==> src/rtl/alu_mdu_pkg.sv <==
// Shared types for the ALU / multiply-divide unit: operation codes and FSM states.
package alu_mdu_pkg;

    localparam int unsigned FUNC_W = 4;

    typedef enum logic [FUNC_W-1:0] {
        FN_ADD   = 4'd0,
        FN_SUB   = 4'd1,
        FN_AND   = 4'd2,
        FN_OR    = 4'd3,
        FN_XOR   = 4'd4,
        FN_NOR   = 4'd5,
        FN_SLT   = 4'd6,
        FN_SLTU  = 4'd7,
        FN_SLL   = 4'd8,
        FN_SRL   = 4'd9,
        FN_SRA   = 4'd10,
        FN_MULT  = 4'd11,
        FN_MULTU = 4'd12,
        FN_DIV   = 4'd13,
        FN_DIVU  = 4'd14,
        FN_RSVD  = 4'd15
    } func_t;

    typedef enum logic [1:0] {
        ST_IDLE,
        ST_RUN,
        ST_DONE
    } state_t;

    function automatic logic is_iter(input func_t f);
        return f inside {FN_MULT, FN_MULTU, FN_DIV, FN_DIVU};
    endfunction

    function automatic logic is_div(input func_t f);
        return f inside {FN_DIV, FN_DIVU};
    endfunction

    function automatic logic is_signed_iter(input func_t f);
        return f inside {FN_MULT, FN_DIV};
    endfunction

endpackage

==> src/rtl/alu_mdu_if.sv <==
// Request/result bundle between a requester (master) and the alu_mdu (slave).
interface alu_mdu_if #(
    parameter int unsigned WIDTH = 32
);
    logic             start;
    logic [3:0]       func;
    logic [WIDTH-1:0] op1;
    logic [WIDTH-1:0] op2;
    logic             busy;
    logic             done;
    logic [WIDTH-1:0] result;
    logic [WIDTH-1:0] hi;
    logic [WIDTH-1:0] lo;
    logic             overflow;
    logic             zero;
    logic             equals;
    logic             above;
    logic             err;

    modport master (
        output start, func, op1, op2,
        input  busy, done, result, hi, lo, overflow, zero, equals, above, err
    );

    modport slave (
        input  start, func, op1, op2,
        output busy, done, result, hi, lo, overflow, zero, equals, above, err
    );
endinterface

==> src/rtl/alu_mdu_iter.sv <==
// Shared iterative datapath: shift-add multiply and restoring divide on operand
// magnitudes, one bit per cycle, with sign fix-up applied to the final step.
module alu_mdu_iter #(
    parameter int unsigned WIDTH = 32
) (
    input  logic             clk,
    input  logic             rst_n,
    input  logic             load,
    input  logic             div_mode,
    input  logic             signed_mode,
    input  logic [WIDTH-1:0] a,
    input  logic [WIDTH-1:0] b,
    output logic             last,
    output logic [WIDTH-1:0] res_hi,
    output logic [WIDTH-1:0] res_lo
);
    localparam int unsigned SHW = $clog2(WIDTH);

    logic             running;
    logic [SHW-1:0]   cnt;
    logic [WIDTH-1:0] acc;
    logic [WIDTH-1:0] q;
    logic [WIDTH-1:0] mb;
    logic             mode_div;
    logic             neg_q;
    logic             neg_r;

    logic             a_neg, b_neg;
    logic [WIDTH-1:0] a_mag, b_mag;
    logic [WIDTH-1:0] mb_sel;
    logic [WIDTH:0]   sum;
    logic [WIDTH:0]   shifted;
    logic             ge;
    logic [WIDTH-1:0] acc_n, q_n;
    logic [2*WIDTH-1:0] prod;

    always_comb begin
        a_neg = signed_mode & a[WIDTH-1];
        b_neg = signed_mode & b[WIDTH-1];
        a_mag = a_neg ? -a : a;
        b_mag = b_neg ? -b : b;
    end

    // One iteration step; the last step feeds the outputs combinationally so the
    // caller can register the final answer on the same edge the step completes.
    always_comb begin
        mb_sel  = q[0] ? mb : '0;
        sum     = {1'b0, acc} + {1'b0, mb_sel};
        shifted = {acc, q[WIDTH-1]};
        ge      = (shifted >= {1'b0, mb});
        if (mode_div) begin
            acc_n = ge ? (shifted[WIDTH-1:0] - mb) : shifted[WIDTH-1:0];
            q_n   = {q[WIDTH-2:0], ge};
        end else begin
            acc_n = sum[WIDTH:1];
            q_n   = {sum[0], q[WIDTH-1:1]};
        end

        prod = {acc_n, q_n};
        if (neg_q) prod = -prod;

        if (mode_div) begin
            res_lo = neg_q ? -q_n : q_n;
            res_hi = neg_r ? -acc_n : acc_n;
        end else begin
            res_hi = prod[2*WIDTH-1:WIDTH];
            res_lo = prod[WIDTH-1:0];
        end

        last = running && (cnt == SHW'(WIDTH - 1));
    end

    always_ff @(posedge clk or negedge rst_n) begin
        if (!rst_n) begin
            running  <= 1'b0;
            cnt      <= '0;
            acc      <= '0;
            q        <= '0;
            mb       <= '0;
            mode_div <= 1'b0;
            neg_q    <= 1'b0;
            neg_r    <= 1'b0;
        end else if (load) begin
            running  <= 1'b1;
            cnt      <= '0;
            acc      <= '0;
            q        <= a_mag;
            mb       <= b_mag;
            mode_div <= div_mode;
            neg_q    <= a_neg ^ b_neg;
            neg_r    <= a_neg;
        end else if (running) begin
            acc <= acc_n;
            q   <= q_n;
            cnt <= cnt + 1'b1;
            if (last) running <= 1'b0;
        end
    end

endmodule

==> src/rtl/alu_mdu.sv <==
// Single-cycle ALU plus iterative multiply/divide behind a start/busy/done handshake.
module alu_mdu
    import alu_mdu_pkg::*;
#(
    parameter int unsigned WIDTH = 32
) (
    input  logic      clk,
    input  logic      rst_n,
    alu_mdu_if.slave  bus
);
    localparam int unsigned SHW = $clog2(WIDTH);
    localparam logic [WIDTH-1:0] MOST_NEG = {1'b1, {(WIDTH-1){1'b0}}};

    state_t           state;
    func_t            func_in, func_r;
    logic [WIDTH-1:0] op1_r, op2_r;

    logic             busy_q, done_q;
    logic [WIDTH-1:0] result_q, hi_q, lo_q;
    logic             overflow_q, zero_q, equals_q, above_q, err_q;

    logic             accept;
    logic [SHW-1:0]   sh;
    logic [WIDTH-1:0] sum, diff;
    logic [WIDTH-1:0] alu_res;
    logic             alu_ov, alu_err, alu_zero, alu_eq, alu_above;

    logic             it_last;
    logic [WIDTH-1:0] it_hi, it_lo;
    logic             div0, div_ovf;
    logic [WIDTH-1:0] mdu_hi, mdu_lo;

    assign func_in = func_t'(bus.func);
    assign accept  = bus.start && (state != ST_RUN);

    always_comb begin
        sh      = bus.op2[SHW-1:0];
        sum     = bus.op1 + bus.op2;
        diff    = bus.op1 - bus.op2;
        alu_res = '0;
        alu_ov  = 1'b0;
        alu_err = 1'b0;
        case (func_in)
            FN_ADD: begin
                alu_res = sum;
                alu_ov  = (bus.op1[WIDTH-1] == bus.op2[WIDTH-1]) && (sum[WIDTH-1] != bus.op1[WIDTH-1]);
            end
            FN_SUB: begin
                alu_res = diff;
                alu_ov  = (bus.op1[WIDTH-1] != bus.op2[WIDTH-1]) && (diff[WIDTH-1] != bus.op1[WIDTH-1]);
            end
            FN_AND:  alu_res = bus.op1 & bus.op2;
            FN_OR:   alu_res = bus.op1 | bus.op2;
            FN_XOR:  alu_res = bus.op1 ^ bus.op2;
            FN_NOR:  alu_res = ~(bus.op1 | bus.op2);
            FN_SLT:  alu_res = WIDTH'($signed(bus.op1) < $signed(bus.op2));
            FN_SLTU: alu_res = WIDTH'(bus.op1 < bus.op2);
            FN_SLL:  alu_res = bus.op1 << sh;
            FN_SRL:  alu_res = bus.op1 >> sh;
            FN_SRA:  alu_res = $signed(bus.op1) >>> sh;
            FN_RSVD: alu_err = 1'b1;
            default: alu_res = '0;
        endcase
        alu_zero  = (func_in != FN_RSVD) && (alu_res == '0);
        alu_eq    = (func_in != FN_RSVD) && (bus.op1 == bus.op2);
        alu_above = (func_in != FN_RSVD) && ($signed(bus.op1) > $signed(bus.op2));
    end

    alu_mdu_iter #(
        .WIDTH(WIDTH)
    ) u_iter (
        .clk         (clk),
        .rst_n       (rst_n),
        .load        (accept && is_iter(func_in)),
        .div_mode    (is_div(func_in)),
        .signed_mode (is_signed_iter(func_in)),
        .a           (bus.op1),
        .b           (bus.op2),
        .last        (it_last),
        .res_hi      (it_hi),
        .res_lo      (it_lo)
    );

    // Most-negative / -1 needs no override: the magnitude path already yields it.
    always_comb begin
        div0    = is_div(func_r) && (op2_r == '0);
        div_ovf = (func_r == FN_DIV) && (op1_r == MOST_NEG) && (op2_r == '1);
        mdu_hi  = div0 ? op1_r : it_hi;
        mdu_lo  = div0 ? '1    : it_lo;
    end

    always_ff @(posedge clk or negedge rst_n) begin
        if (!rst_n) begin
            state      <= ST_IDLE;
            func_r     <= FN_ADD;
            op1_r      <= '0;
            op2_r      <= '0;
            busy_q     <= 1'b0;
            done_q     <= 1'b0;
            result_q   <= '0;
            hi_q       <= '0;
            lo_q       <= '0;
            overflow_q <= 1'b0;
            zero_q     <= 1'b0;
            equals_q   <= 1'b0;
            above_q    <= 1'b0;
            err_q      <= 1'b0;
        end else begin
            done_q <= 1'b0;
            case (state)
                ST_IDLE, ST_DONE: begin
                    state <= ST_IDLE;
                    if (accept) begin
                        func_r <= func_in;
                        op1_r  <= bus.op1;
                        op2_r  <= bus.op2;
                        if (is_iter(func_in)) begin
                            state  <= ST_RUN;
                            busy_q <= 1'b1;
                        end else begin
                            state      <= ST_DONE;
                            done_q     <= 1'b1;
                            result_q   <= alu_res;
                            overflow_q <= alu_ov;
                            zero_q     <= alu_zero;
                            equals_q   <= alu_eq;
                            above_q    <= alu_above;
                            err_q      <= alu_err;
                        end
                    end
                end
                ST_RUN: begin
                    if (it_last) begin
                        state      <= ST_DONE;
                        busy_q     <= 1'b0;
                        done_q     <= 1'b1;
                        result_q   <= mdu_lo;
                        hi_q       <= mdu_hi;
                        lo_q       <= mdu_lo;
                        overflow_q <= div_ovf;
                        zero_q     <= (mdu_lo == '0);
                        equals_q   <= (op1_r == op2_r);
                        above_q    <= ($signed(op1_r) > $signed(op2_r));
                        err_q      <= div0;
                    end
                end
                default: state <= ST_IDLE;
            endcase
        end
    end

    assign bus.busy     = busy_q;
    assign bus.done     = done_q;
    assign bus.result   = result_q;
    assign bus.hi       = hi_q;
    assign bus.lo       = lo_q;
    assign bus.overflow = overflow_q;
    assign bus.zero     = zero_q;
    assign bus.equals   = equals_q;
    assign bus.above    = above_q;
    assign bus.err      = err_q;

endmodule

==> src/flat_wrapper.sv <==
// flat-port wrapper written by rule: the top's interface ports become plain ports
module alu_mdu_flat import alu_mdu_pkg::*;
#(
    parameter int unsigned WIDTH = 32
)
  (clk, rst_n, bus_start, bus_func, bus_op1, bus_op2, bus_busy, bus_done, bus_result, bus_hi, bus_lo, bus_overflow, bus_zero, bus_equals, bus_above, bus_err);
  alu_mdu_if #(.WIDTH(WIDTH)) bus_i ();
  input  logic clk;
  input  logic rst_n;
  input wire logic [$bits(bus_i.start)-1:0] bus_start;
  input wire logic [$bits(bus_i.func)-1:0] bus_func;
  input wire logic [$bits(bus_i.op1)-1:0] bus_op1;
  input wire logic [$bits(bus_i.op2)-1:0] bus_op2;
  output wire logic [$bits(bus_i.busy)-1:0] bus_busy;
  output wire logic [$bits(bus_i.done)-1:0] bus_done;
  output wire logic [$bits(bus_i.result)-1:0] bus_result;
  output wire logic [$bits(bus_i.hi)-1:0] bus_hi;
  output wire logic [$bits(bus_i.lo)-1:0] bus_lo;
  output wire logic [$bits(bus_i.overflow)-1:0] bus_overflow;
  output wire logic [$bits(bus_i.zero)-1:0] bus_zero;
  output wire logic [$bits(bus_i.equals)-1:0] bus_equals;
  output wire logic [$bits(bus_i.above)-1:0] bus_above;
  output wire logic [$bits(bus_i.err)-1:0] bus_err;
  assign bus_i.start = bus_start;
  assign bus_i.func = bus_func;
  assign bus_i.op1 = bus_op1;
  assign bus_i.op2 = bus_op2;
  assign bus_busy = bus_i.busy;
  assign bus_done = bus_i.done;
  assign bus_result = bus_i.result;
  assign bus_hi = bus_i.hi;
  assign bus_lo = bus_i.lo;
  assign bus_overflow = bus_i.overflow;
  assign bus_zero = bus_i.zero;
  assign bus_equals = bus_i.equals;
  assign bus_above = bus_i.above;
  assign bus_err = bus_i.err;
  alu_mdu #(.WIDTH(WIDTH)) u_core (.clk(clk), .rst_n(rst_n), .bus(bus_i));
endmodule
==> config.mk <==
export PLATFORM = sky130hd
export DESIGN_NAME = alu_mdu_flat
export DESIGN_NICKNAME = d
export VERILOG_FILES = /design/src/rtl/alu_mdu_pkg.sv /design/src/rtl/alu_mdu_if.sv /design/src/rtl/alu_mdu_iter.sv /design/src/rtl/alu_mdu.sv /design/src/flat_wrapper.sv
export SDC_FILE = /design/constraint.sdc
export NUM_CORES = 2
export LEC_CHECK = 0
export BUFFER_PORTS_ARGS = -buffer_cell sky130_fd_sc_hd__buf_2
export CAP_MARGIN = 40
export CORE_MARGIN = 2
export CORE_UTILIZATION = 40
export DETAILED_ROUTE_END_ITERATION = 6
export SLEW_MARGIN = 20
export SYNTH_ARGS = -nofsm -noshare
export SYNTH_HDL_FRONTEND = slang
export SYNTH_SLANG_ARGS = --single-unit
==> constraint.sdc <==
create_clock -name clk -period 4.49 [get_ports clk]
set_clock_uncertainty 0.05 [all_clocks]
set_input_delay 0.449 -clock clk [delete_from_list [all_inputs] [get_ports clk]]
set_output_delay 0.449 -clock clk [all_outputs]
set_load 0.02 [all_outputs]
==> impl_metrics.py <==
metrics = {
    "worst_setup_path": {
        "crit_buf_inv": 4,
        "cp_slowest_cell": "or3_4",
        "arrival_ns": 5.00,
        "cpPeakStageDelay_ns": 0.49,
        "cp_common_cell": "buf_4",
        "worstPathRequired_ns": 4.91,
        "crit_family": "compound AO/OA/AOI/OAI gates",
        "path_class": "flip-flop to flip-flop",
        "crit_chain": "and2_4 -> ha_4 -> fa_2 -> a21o_1 -> a221oi_2 -> buf_4 -> buf_4 -> o21bai_1 -> xnor2_1 -> o22ai_2 -> o31a_1 -> nand3b_1 -> or3_4 -> buf_6 -> nor3_4 -> o21ai_2 -> xor2_2 -> buf_4 -> o21ai_2",
        "cp-start-kind": "flip-flop",
        "critPathCaptureType": "flip-flop",
        "worst-path-max-fanout": 5,
    },
    "global_routing": {
        "grt_pass1_wl_mm": 238,
        "grt_max_degree": 101,
        "antenna_found_initial": 18,
        "grt_pass1_vias": 34171,
        "overflow": 0,
        "track_usage_pct": 41.2,
    },
    "final_layout": {
        "final_nets": 4981,
        "final_util_pct": 51.9,
        "area_delta_synth_final_pct": 28.3,
        "final_layout_size_suffix_gt1_share_pct": 25.5,
        "fin_area_sq_mm": 0.0396,
    },
    "die": {
        "placementRows": 101,
        "core-area_sq_mm": 0.0762,
        "fp.dieH_um": 282,
        "die_w_um": 282,
        "start_util_pct": 40.5,
        "io_pins": 174,
        "die_area_sq_mm": 0.0794,
    },
    "placed_design": {
        "io_buffer_count": 173,
        "detailed_place_hpwl_mm": 135,
        "gpl.final_weighted_congestion": 1.17,
        "pre_cts_ws_ns": -0.409,
        "place_area_sq_mm": 0.0375,
    },
    "timing": {
        "hold_viol": 0,
        "grt_setup_unrepaired": "yes",
        "drv_slew": 0,
        "tightest_slew_ns": 0.871,
        "min_period_ns": 4.58,
        "max_slew_margin_pct": 41.3,
        "fmax_ghz": 0.219,
        "setup_viol": 4,
        "setup_slack_ns": -0.0866,
        "finalCritPeriodShare_pct": 102,
        "finalSetupTns_ns": -0.179,
    },
    "routing": {
        "routedWlPerCell_um": 29.1,
        "m1WireLength_mm": 64.9,
        "drt-initial-drc-count": 5056,
        "wl_mm": 168,
        "dr_total_vias": 37015,
        "wl_met2_mm": 71.4,
        "ant_nets": 0,
        "post-route-drc-count": 0,
        "drtPass1Iterations": 7,
        "top_layer": "met5",
        "wl_met3_mm": 18.0,
        "vias_per_cell": 6.41,
    },
    "synth": {
        "synth_commonest_cells": "523 x nand2_1, 374 x o21ai_0, 363 x nor2_1",
        "ys_seq_elements": 278,
        "synth-seq-area-share_pct": 22.5,
        "yosys_warnings": 0,
        "synth-edff-count": 0,
        "yosys.area.top_type": "dfrtp_1",
        "synth_top_cell_area_share_pct": 22.5,
        "synth.mux.area_fraction_pct": 9.01,
        "netlist_top_cells_area": "dfrtp_1 23%, ha_1 8.0%, nand2_1 6.4%",
        "synth_top_family_by_area": "compound AO/OA/AOI/OAI gates",
        "synth_adder_area_share_pct": 8.29,
        "syn_inst": 4046,
        "syn_area_sq_mm": 0.0309,
        "yosysUniqueCellTypes": 103,
        "syn_nets": 4319,
        "yosysMostFrequentCell": "nand2_1",
        "synth_area_per_cell_sq_um": 7.63,
        "yosys.area_share.simple_pct": 22.4,
        "synth_compound_area_share_pct": 26.7,
        "synth_ff_type": "dfrtp_1",
        "async_reset_ff_share_pct": 100,
        "synthXorXnorAreaFrac_pct": 4.83,
    },
    "pwr": {
        "leakage_nw": 17.7,
        "powerDensity_mw_per_mm2": 659,
        "ir_worst_vdd_uv": 348,
    },
    "outcome": {
        "outcome": "finished, violations left",
        "violations": "negative setup slack",
    },
    "clocking": {
        "cts_buffers": 36,
        "clkTransAtPathRegs_ns": 0.06,
        "cts_buffer_depth": 3,
        "clock-sinks": 278,
        "cts_tree": "yes",
        "worstSkewPairLatency_ns": 0.60,
        "cts-root-buf": "clkbuf_16",
        "h-tree-depth": 2,
    },
    "flow_run": {
        "cap_violations": 0,
    },
    "hold_path": {
        "min_path_type": "primary input to flip-flop",
    },
}
## final cells by class
type,count,area (sq um)
Clock inverter,10,173
Antenna cell,10,25.0
Clock buffer,51,1050
Fill cell,7473,36600
Inverter,197,741
Timing Repair Buffer,913,6660
Multi-Input combinational cell,3282,22700
Tap cell,1030,1290
Sequential cell,278,6970
## cells in the final DEF, fill, tap and decap left out, drive strengths merged, types with 15 or more instances in the layout
cell / count
buf: 911
nor2: 365
nor2b: 35
nor4: 58
a221oi: 30
xor2: 46
or3: 35
dfrtp: 278
o2111ai: 19
and3: 39
a21oi: 259
o211ai: 77
o21a: 36
nand2b: 27
xnor2: 124
nand3: 80
o41ai: 17
o31ai: 32
o22ai: 18
nand4: 64
a31oi: 57
a211o: 22
mux4: 73
a211oi: 45
nor3: 101
o21bai: 33
mux2: 18
o221ai: 15
a21o: 62
ha: 198
o21ai: 387
mux2i: 90
and2: 61
nand2: 524
clkbuf: 52
inv: 195
## what timing repair did
| item | 4_1_cts | 5_1_grt |
|---|---|---|
| pin swaps | 5 | 50 |
| endpoints found under the setup margin | 18 | 32 |
| hold buffers | 1 | 0 |
| cloned | 0 | 2 |
| gates resized for setup | 16 | 126 |
| hold endpoints to repair | 67 | 0 |
| buffers inserted | 4 | 18 |
## stage by stage
stage	total power, mW	hold slack (ns)	std cells
2_1_floorplan	13.2	0.103	4046
4_1_cts	24.6	0.158	5742
3_3_place_gp	21.2	0.403	5668
6_report	26.1	0.186	5771
5_1_grt	27.3	0.176	5763
3_5_place_dp	21.3	0.399	5676
## report_power, final
part | internal (mW) | switching [mW]
Clock | 1.76 | 1.25
Combinational | 7.82 | 11.1
Sequential | 3.32 | 0.861
Total | 12.9 | 13.2
## per-layer routing
layer  vias up  track usage (%)
met4        18             27.4
met3       614             8.25
li1      16165                -
met1     17810             53.6
met5         -                0
met2      2408             61.8
## flip-flops by register name, indices dropped and copies added (netlist names), 2 cells and up
| signal | cells |
|---|---|
| u_core.bus.lo | 32 |
| u_core.u_iter.q | 32 |
| u_core.func_r | 4 |
| u_core.u_iter.cnt | 5 |
| u_core.u_iter.mb | 32 |
| u_core.op1_r | 32 |
| u_core.state | 2 |
| u_core.op2_r | 32 |
| u_core.u_iter.acc | 32 |
| u_core.bus.hi | 32 |
| u_core.bus.result | 32 |
## worst min-delay path: cells and delay by family
family	cells	cell delay [ns]
and+or+nand+nor	1	0.08
buffers and inverters	1	0.15
AOI/OAI and AO/OA	1	0.07
## worst paths after layout
kind	slack, ns	startpoint	depth (start not counted)	to
setup reg to reg	-0.09	u_core.u_iter.q[0]$_DFFE_PN0P_	19	u_core.bus.hi[16]$_DFFE_PN0P_
hold / removal	0.19	bus_start	3	u_core.state[0]$_DFFE_PN0P_
hold reg to reg	0.42	u_core.bus.hi[6]$_DFFE_PN0P_	2	u_core.bus.hi[6]$_DFFE_PN0P_
setup / recovery	-0.09	u_core.u_iter.q[0]$_DFFE_PN0P_	19	u_core.bus.hi[16]$_DFFE_PN0P_
min in group asynchronous	0.34	rst_n	2	u_core.op1_r[4]$_DFFE_PN0P_
max in group asynchronous	3.02	rst_n	3	u_core.u_iter.mb[11]$_DFFE_PN0P_
## cell families (layout without fill, tap and decap cells)
family / Yosys count / after routing
flip-flops: 278 / 278
AND/OR/NAND/NOR: 1468 / 1469
AO/OA/AOI/OAI: 1260 / 1260
multiplexers: 181 / 181
buffers and inverters: 487 / 1171
other: 0 / 10
XOR/XNOR: 170 / 170
adder cells (fa/ha/maj): 202 / 202
Note: power is estimated with default switching activity, not from simulation.
